## config.mk

```make
export PLATFORM = sky130hd
export DESIGN_NAME = sine_seq_ctrl
export DESIGN_NICKNAME = d
export VERILOG_FILES = /design/src/rtl/sine_seq_ctrl.sv
export SDC_FILE = /design/constraint.sdc
export NUM_CORES = 1
export LEC_CHECK = 0
export ABC_AREA = 1
export ABC_CLOCK_PERIOD_IN_PS = 2330
export BUFFER_PORTS_ARGS = -buffer_cell sky130_fd_sc_hd__buf_2
export CAP_MARGIN = 20
export CELL_PAD_IN_SITES_DETAIL_PLACEMENT = 0
export CELL_PAD_IN_SITES_GLOBAL_PLACEMENT = 1
export CORE_MARGIN = 1
export CORE_UTILIZATION = 37
export DETAILED_ROUTE_END_ITERATION = 16
export PLACE_DENSITY_LB_ADDON = 0.15
export SLEW_MARGIN = 30
export SYNTH_ARGS = -nofsm -noshare
export SYNTH_HDL_FRONTEND = slang
export SYNTH_SLANG_ARGS = --single-unit
```

## constraint.sdc

```tcl
create_clock -name clk -period 2.33 [get_ports clk]
set_input_delay 0 -clock clk [delete_from_list [all_inputs] [get_ports clk]]
set_output_delay 0 -clock clk [all_outputs]
set_load 0.005 [all_outputs]
```

## src/rtl/sine_seq_ctrl.sv

```systemverilog
`default_nettype none
// ==========================================================================
// sine_seq_ctrl : sine ROM address sequencer with a ROM-latency-matched valid pipeline.
// Optional start phase offset port when SINE_SEQ_OFFSET_EN is defined.  Rev 1.0
// ==========================================================================
module sine_seq_ctrl #(
   parameter int TABLE_DEPTH = 632,
   parameter int ADDR_W      = 10,
   parameter int DATA_W      = 13,
   parameter int ROM_LAT     = 2
) (
   input  logic              clk,
   input  logic              reset,
   input  logic              i_start,
   input  logic              i_stop,
   input  logic [ADDR_W-1:0] iv_step,
   input  logic [15:0]       iv_period_num,
`ifdef SINE_SEQ_OFFSET_EN
   input  logic [ADDR_W-1:0] iv_phase_offset,
`endif
   output logic [ADDR_W-1:0] ov_address,
   input  logic [DATA_W-1:0] iv_rom_data,
   output logic [DATA_W-1:0] ov_data,
   output logic              o_data_valid,
   output logic              o_busy,
   output logic              o_done
);

   localparam int              FC_W       = $clog2(ROM_LAT + 2);
   localparam logic [ADDR_W:0] DEPTH_X    = (ADDR_W+1)'(TABLE_DEPTH);
   localparam logic [ADDR_W-1:0] STEP_MAX = ADDR_W'(TABLE_DEPTH - 1);
   localparam logic [FC_W-1:0] FLUSH_LAST = FC_W'(ROM_LAT);

   localparam logic [1:0] ST_IDLE  = 2'd0;
   localparam logic [1:0] ST_RUN   = 2'd1;
   localparam logic [1:0] ST_FLUSH = 2'd2;
   localparam logic [1:0] ST_DONE  = 2'd3;

   logic [1:0]        state_q, state_d;
   logic [ADDR_W-1:0] addr_q, addr_d;
   logic [ADDR_W-1:0] step_q, step_d;
   logic [15:0]       per_num_q, per_num_d;
   logic [15:0]       per_cnt_q, per_cnt_d;
   logic [FC_W-1:0]   flush_cnt_q, flush_cnt_d;
   logic [ROM_LAT-1:0] vld_pipe_q;
   logic [DATA_W-1:0] data_q;
   logic              data_vld_q;

   logic [ADDR_W:0]   w_sum;
   logic              w_wrap;
   logic [15:0]       w_per_inc;
   logic              w_period_end;
   logic              w_run_end;
   logic              w_issue;
   logic [ADDR_W-1:0] w_step_sat;
   logic [ADDR_W-1:0] w_first_addr;

   // One extra bit keeps addr+step from overflowing before the wrap test.
   assign w_sum        = {1'b0, addr_q} + {1'b0, step_q};
   assign w_wrap       = (w_sum >= DEPTH_X);
   assign w_per_inc    = per_cnt_q + 16'd1;
   assign w_period_end = w_wrap && (per_num_q != 16'd0) && (w_per_inc == per_num_q);
   assign w_run_end    = i_stop || w_period_end;

   always_comb begin
      w_step_sat = iv_step;
      if (iv_step == '0) begin
         w_step_sat = ADDR_W'(1);
      end else if ({1'b0, iv_step} >= DEPTH_X) begin
         w_step_sat = STEP_MAX;
      end
   end

`ifdef SINE_SEQ_OFFSET_EN
   assign w_first_addr = ({1'b0, iv_phase_offset} >= DEPTH_X) ? '0 : iv_phase_offset;
`else
   assign w_first_addr = '0;
`endif

   always_ff @(posedge clk) begin
      if (reset) begin
         state_q <= ST_IDLE;
      end else begin
         state_q <= state_d;
      end
   end

   always_comb begin
      state_d = state_q;
      case (state_q)
         ST_IDLE:  if (i_start) state_d = ST_RUN;
         ST_RUN:   if (w_run_end) state_d = ST_FLUSH;
         ST_FLUSH: if (flush_cnt_q == FLUSH_LAST) state_d = ST_DONE;
         ST_DONE:  state_d = ST_IDLE;
         default:  state_d = ST_IDLE;
      endcase
   end

   always_comb begin
      w_issue = 1'b0;
      o_busy  = 1'b0;
      o_done  = 1'b0;
      case (state_q)
         ST_RUN: begin
            w_issue = 1'b1;
            o_busy  = 1'b1;
         end
         ST_FLUSH: o_busy = 1'b1;
         ST_DONE:  o_done = 1'b1;
         default: ;
      endcase
   end

   // The address on the bus in a RUN cycle is always issued; a stop or the
   // final wrap only prevents the following address from being loaded.
   always_comb begin
      addr_d      = addr_q;
      step_d      = step_q;
      per_num_d   = per_num_q;
      per_cnt_d   = per_cnt_q;
      flush_cnt_d = '0;
      case (state_q)
         ST_IDLE: begin
            if (i_start) begin
               addr_d    = w_first_addr;
               step_d    = w_step_sat;
               per_num_d = iv_period_num;
               per_cnt_d = '0;
            end
         end
         ST_RUN: begin
            if (w_wrap) per_cnt_d = w_per_inc;
            if (!w_run_end) begin
               addr_d = w_wrap ? ADDR_W'(w_sum - DEPTH_X) : w_sum[ADDR_W-1:0];
            end
         end
         ST_FLUSH: flush_cnt_d = flush_cnt_q + FC_W'(1);
         default: ;
      endcase
   end

   always_ff @(posedge clk) begin
      if (reset) begin
         addr_q      <= '0;
         step_q      <= '0;
         per_num_q   <= '0;
         per_cnt_q   <= '0;
         flush_cnt_q <= '0;
         vld_pipe_q  <= '0;
         data_q      <= '0;
         data_vld_q  <= 1'b0;
      end else begin
         addr_q        <= addr_d;
         step_q        <= step_d;
         per_num_q     <= per_num_d;
         per_cnt_q     <= per_cnt_d;
         flush_cnt_q   <= flush_cnt_d;
         vld_pipe_q[0] <= w_issue;
         for (int i = 1; i < ROM_LAT; i++) begin
            vld_pipe_q[i] <= vld_pipe_q[i-1];
         end
         data_vld_q <= vld_pipe_q[ROM_LAT-1];
         if (vld_pipe_q[ROM_LAT-1]) data_q <= iv_rom_data;
      end
   end

   assign ov_address   = addr_q;
   assign ov_data      = data_q;
   assign o_data_valid = data_vld_q;

endmodule
`default_nettype wire

```

**Yosys cells after proc, flatten, opt, wreduce, memory -nomap -nowiden**

Index checks and enable logic that the tools add are counted.

- Bits in registers: 72
- Output and inout bits: 26

- Add/sub/neg operators: 4
- Order comparisons: 2
- Equality and inequality tests: 10
- Muxes and demuxes: 16
- Bitwise logic cells: 1
- Reductions and logical operators: 13

Operators with widths:

| operator | number |
|---|---|
| 10-bit two-way mux | 5 |
| 16-bit two-way mux | 2 |
| 16-bit case mux with 2 select lines | 1 |
| 10-bit case mux with 2 select lines | 1 |
| 16-bit by 1-bit adder with 16-bit output (second input constant) | 1 |
| 16-bit == test | 1 |
| 16-bit nonzero test | 1 |
| 10-bit by 10-bit adder with 11-bit output | 1 |
| 11-bit by 10-bit >= comparator with 1-bit output (second input constant) | 1 |
| 10-bit >= comparator (second input constant) | 1 |
| 10-bit zero test | 1 |
| 2-bit != test (second input constant) | 5 |
| 10-bit subtractor (second input constant) | 1 |
| 3-bit AND reduction | 3 |
| 2-bit case mux with 4 select lines | 1 |
| 2-bit == test (second input constant) | 3 |
| 2-bit two-way mux | 3 |
| 2-bit OR reduction | 2 |
| 1-bit two-way mux | 3 |
| 2-bit by 1-bit adder with 2-bit output (second input constant) | 1 |
| 2-bit by 1-bit == test with 1-bit output (second input constant) | 1 |
| 1-bit logical AND | 2 |
| 2-bit zero test | 1 |
| 2-bit AND reduction | 1 |
| other kinds (3) | 3 |

**Depth between registers and ports, before layout**

- Word-level depth: 7
- Gate-level depth with buffers: 21
- Mapped depth without buffers: 20

**Worst setup path after synthesis**

Ideal clock, no wire load.

- Path type: register to register
- Start point: register addr_q[0], in the netlist ov_address[0]
- End point: register addr_q[2], in the netlist ov_address[2]
- Data arrival time: 2,445 ps
- Data required time: 2,218 ps
- Slack: -227 ps
- Stages on the path, launching flop included: 19
- Clock period less this slack: 2,557 ps
- Cells stage by stage: dfxtp_1 > ha_1 > inv_1 > fa_1 > nand3b_1 > nand3_1 > nand2_1 > ha_1 > nand3_1 > nand3_1 > nand2_2 > nand3_2 > nand2_2 > nand2_2 > nand2_4 > nand2_4 > buf_12 > nor2_2 > nor2_2

- Longest elaborated chain between the ends: 7
- Elaborated cells between the ends (all ways): 11
- Classes of those cells: add/sub (2); order compare (1); eq/ne (1); mux (3); reduce/logical (4)

Ends and longest elaborated chain:

| element | RTL line | text |
|---|---|---|
| start, declared | 40 | `logic [ADDR_W-1:0] addr_q, addr_d;` |
| start signal, assigned | 153 | `addr_q <= addr_d;` |
| 10-bit by 10-bit adder with 11-bit output * | 59 | `assign w_sum = {1'b0, addr_q} + {1'b0, step_q};` |
| 11-bit by 10-bit >= comparator with 1-bit output | 60 | `assign w_wrap = (w_sum >= DEPTH_X);` |
| 1-bit logical AND (2 in series) | 62 | `assign w_period_end = w_wrap && (per_num_q != 16'd0) && (w_per_inc == per_num_q);` |
| 1-bit logical OR | 63 | `assign w_run_end = i_stop \|\| w_period_end;` |
| 2-bit != test (no line) | -- |  |
| 3-bit AND reduction (no line) | -- |  |

Mark *: on every way between the ends. The rest lies on a longest branch, timed or not. The select of a mux whose other input is x is not followed.
A chain may end at the register's enable or synchronous reset.

**Worst setup path after layout**

- Start point: register addr_q[0], in the netlist ov_address[0]
- End point: register addr_q[0], in the netlist ov_address[0]

The elaborated chain is that of the path after synthesis.

==> run_results.csv <==
group,metric,value,unit
run_status,outcome,"complete, but fails checks",
run_status,violations,"negative setup slack",
clock_network,numCtsBuffers,9,
global_route,grt_pass1_wl,20.3,mm
clock_network,cts_tree,"yes",
floorplan,die_area,12200,um^2
yosys,postSynthAreaPerCell,6.98,um^2
clock_network,clk_pin_slew,0.06,ns
layout,multiInputGateArea,2700,um^2
yosys,syn_nets,683,
critical_path,critPathRequiredTime,2.56,ns
routing,num_vias,4493,
sta,maxSlewViolCount,0,
global_route,antenna_found_initial,0,
yosys,synth.area.top_cells,"dfxtp_1 (33%), nand2_1 (11%), nor2_1 (7.4%), nand3_1 (7.2%), inv_1 (5.7%)",
clock_network,clockRootBuffer,"clkbuf_16",
layout,syn_to_final_growth,41.2,%
yosys,synthTopCellsByCount,"nand2_1 (128), nor2_1 (86), dfxtp_1 (72), inv_1 (66), nand3_1 (62)",
routing,drtIter0Drc,222,
critical_path,critPathArrivalTime,2.80,ns
worst_hold_path,hold_class,"in2reg",
layout,design_area,6120,um^2
floorplan,rows,39,
place,dp_cells,869,
pwr,leakage,2.93,nW
floorplan,die_height,110,um
place,routabilityCongestion,0.810,
worst_hold_path,whs_path_depth,3,
pwr,vdd_ir_drop_max,608,uV
yosys,synth_cells,621,
yosys,ys_types,40,
sta,setup_viol,28,
yosys,ys_seq_area_share,33.3,%
floorplan,start_util,38.0,%
critical_path,path_max_fanout,11,
place,place_area,5210,um^2
yosys,synth_top_area_share,33.3,%
layout,antennaDiodeCount,0,
routing,drt_wl_total,12.7,mm
layout,drive_gt1_share,29.4,%
pwr,totalPowerFinal,6.55,mW
sta,grt_setup_unrepaired,"true",
clock_network,cts.htree.levels,3,
sta,fin_crit,2.57,ns
global_route,grt_overflow,0,
yosys,yosys_most_used_dff,"dfxtp_1",
yosys,synth_top_family_by_area,"simple AND/OR/NAND/NOR gates",
sta,finalHoldViolations,0,
yosys,synth.area.mux_share,0,%
routing,drc,0,
critical_path,cp-end-kind,"register",
yosys,synth_edf_count,0,
yosys,synthArstFlopShare,0,%
layout,nets,845,
floorplan,die_x,110,um
worst_hold_path,hold_path_end,"step_q[4]$_SDFFE_PP0P_",
global_route,grt_pass1_vias,4346,
yosys,yosys.area_share.adder,5.66,%
routing,drt_pass1_iterations,6,
critical_path,regToRegSetupSlack,-0.24,ns
sta,skew,0.00456,ns
sta,final.setup.worst_slack,-0.241,ns
sta,fin_crit_sh,110,%
floorplan,ios,69,
clock_network,cts_sinks,72,
clock_network,clockBufferDepth,2,
run,cap_violations,0,
place,dp_hpwl,9.29,mm
worst_hold_path,hold_path.startpoint,"iv_step[4]",
place,io_buffers,68,
sta,worstMarginPinSlew,0.820,ns
clock_network,clk_latency,0.35,ns
critical_path,start_kind,"register",
yosys,yosys.cell_count.top_type,"nand2_1",
yosys,synthesis.area,4330,um^2
critical_path,timing.rr.start,"ov_address[0]$_SDFFE_PP0P_",
yosys,ys_warn_count,0,
yosys,synth_xor_area_share,2.74,%
layout,seq_area,1450,um^2
routing,antenna_left,0,
yosys,synth-compound-area-share,13.6,%
yosys,yosys.area.top_type,"dfxtp_1",
layout,stdcell_count,930,
routing,wl_per_cell,13.7,um
pwr,power_density,1070,nW/um^2
critical_path,rr_endpoint,"ov_address[0]$_SDFFE_PP0P_",
floorplan,design.core.area,11400,um^2
yosys,synth_seq_cells,72,
sta,slew_headroom,45.3,%
layout,num-fill-cells,1171,
global_route,grt_use_total,22.3,%
place,place_ws,-0.303,ns
critical_path,rr_worst_depth,19,
yosys,yosys.area_share.simple,36.0,%
critical_path,path_class,"reg2reg",
global_route,grt_max_degree,26,
routing,drt-vias-per-instance,4.83,
sta,fmax,389,MHz
cells in the final DEF, fill, tap and decap left out, drive strengths merged:
cell	n
o21ai	51
and2	1
or2	2
buf	134
xnor2	3
o21bai	1
clkinv	3
clkinvlp	2
dfxtp	72
nand3b	4
nor4	2
nor2	97
bufinv	2
dlygate4sd3	36
nand4	7
xor2	8
nand3	69
inv	69
ha	18
clkbuf	9
nor3	6
a31oi	2
fa	1
nand2	143
xnor3	1
a21oi	31
a22oi	13
layout make-up:
| cell class | instances | share of cell area, % |
|---|---|---|
| multi-input cells | 460 | 44.1 |
| flip-flops and latches | 72 | 23.6 |
| inverters | 70 | 4.33 |
| clock buffers | 9 | 3.68 |
| clock inverters | 6 | 1.39 |
| well taps | 143 | 2.92 |
| repair buffers | 170 | 20.0 |
sequential cells by signal (all words and copies together), names as in the netlist, 2 cells and up:
register     count
vld_pipe_q       2
per_num_q       16
flush_cnt_q      2
per_cnt_q       16
ov_data         13
ov_address      10
state_q          2
step_q          10
stage by stage:
step	setup TNS (ns)	hold slack (ns)	utilization (%)
6_report	-5.57	0.00817	53.6
5_1_grt	-10.87	0.0169	53.6
4_1_cts	-5.61	0.00691	52.5
3_5_place_dp	-7.00	0.227	45.6
3_3_place_gp	-5.37	0.222	45.6
2_1_floorplan	-0.538	0.135	-
power by group:
part	leakage (nW)	switching (mW)	total [mW]	internal, mW
logic	2.19	1.81	3.20	1.39
registers	0.592	0.279	1.88	1.60
clock network	0.147	0.551	1.48	0.926
total	2.93	2.64	6.55	3.91
critical path: stages, from the launching register on:
cell	delay (ns)
dfxtp_4	0.36
ha_4	0.14
inv_2	0.04
fa_2	0.33
nand3b_1	0.21
nand2_2	0.12
nand2_1	0.07
nand2_2	0.10
ha_2	0.19
nand3_2	0.08
nand3_2	0.10
nand2_2	0.08
nand3_4	0.10
nand2_4	0.06
nand2_2	0.08
nand2_4	0.10
nand2_8	0.14
nand2_1	0.06
nand2_1	0.06
nor2_1	0.04
metal layers:
layer,GRT usage (%),up-vias,part of all wire [%]
li1,-,2351,-
met1,25.4,2053,44
met2,40.1,68,50
met3,5.17,21,2.9
met4,8.55,0,2.8
met5,0,-,0
how the worst max path moves through the flow:
stage                     slack (ns)  cells past startpoint                       start                    endpoint
final                          -0.24                     19  ov_address[0]$_SDFFE_PP0P_  ov_address[0]$_SDFFE_PP0P_
after global routing           -0.42                     17  ov_address[0]$_SDFFE_PP0P_  per_cnt_q[10]$_SDFFE_PP0P_
after CTS                      -0.23                     15  ov_address[0]$_SDFFE_PP0P_  ov_address[3]$_SDFFE_PP0P_
after detailed placement       -0.30                     16      step_q[0]$_SDFFE_PP0P_   per_cnt_q[4]$_SDFFE_PP0P_
after global placement         -0.24                     18      step_q[0]$_SDFFE_PP0P_  ov_address[0]$_SDFFE_PP0P_
after floorplan                -0.08                     20  ov_address[0]$_SDFFE_PP0P_  ov_address[1]$_SDFFE_PP0P_
timing repair:
item / 4_1_cts / 5_1_grt
hold buffers: 36 / 0
pin swaps: 10 / 11
endpoints found under the hold margin: 36 / 0
setup endpoints to repair: 28 / 28
resized for setup: 12 / 25
setup buffers: 10 / 1
kinds of logic after synthesis:
kind of cell / count (synthesis)
buffers and inverters: 89
adder cells (fa/ha/maj): 19
AND/OR/NAND/NOR: 331
XOR/XNOR: 12
AO/OA/AOI/OAI: 98
flip-flops: 72
(Power assumes the default switching activity.)
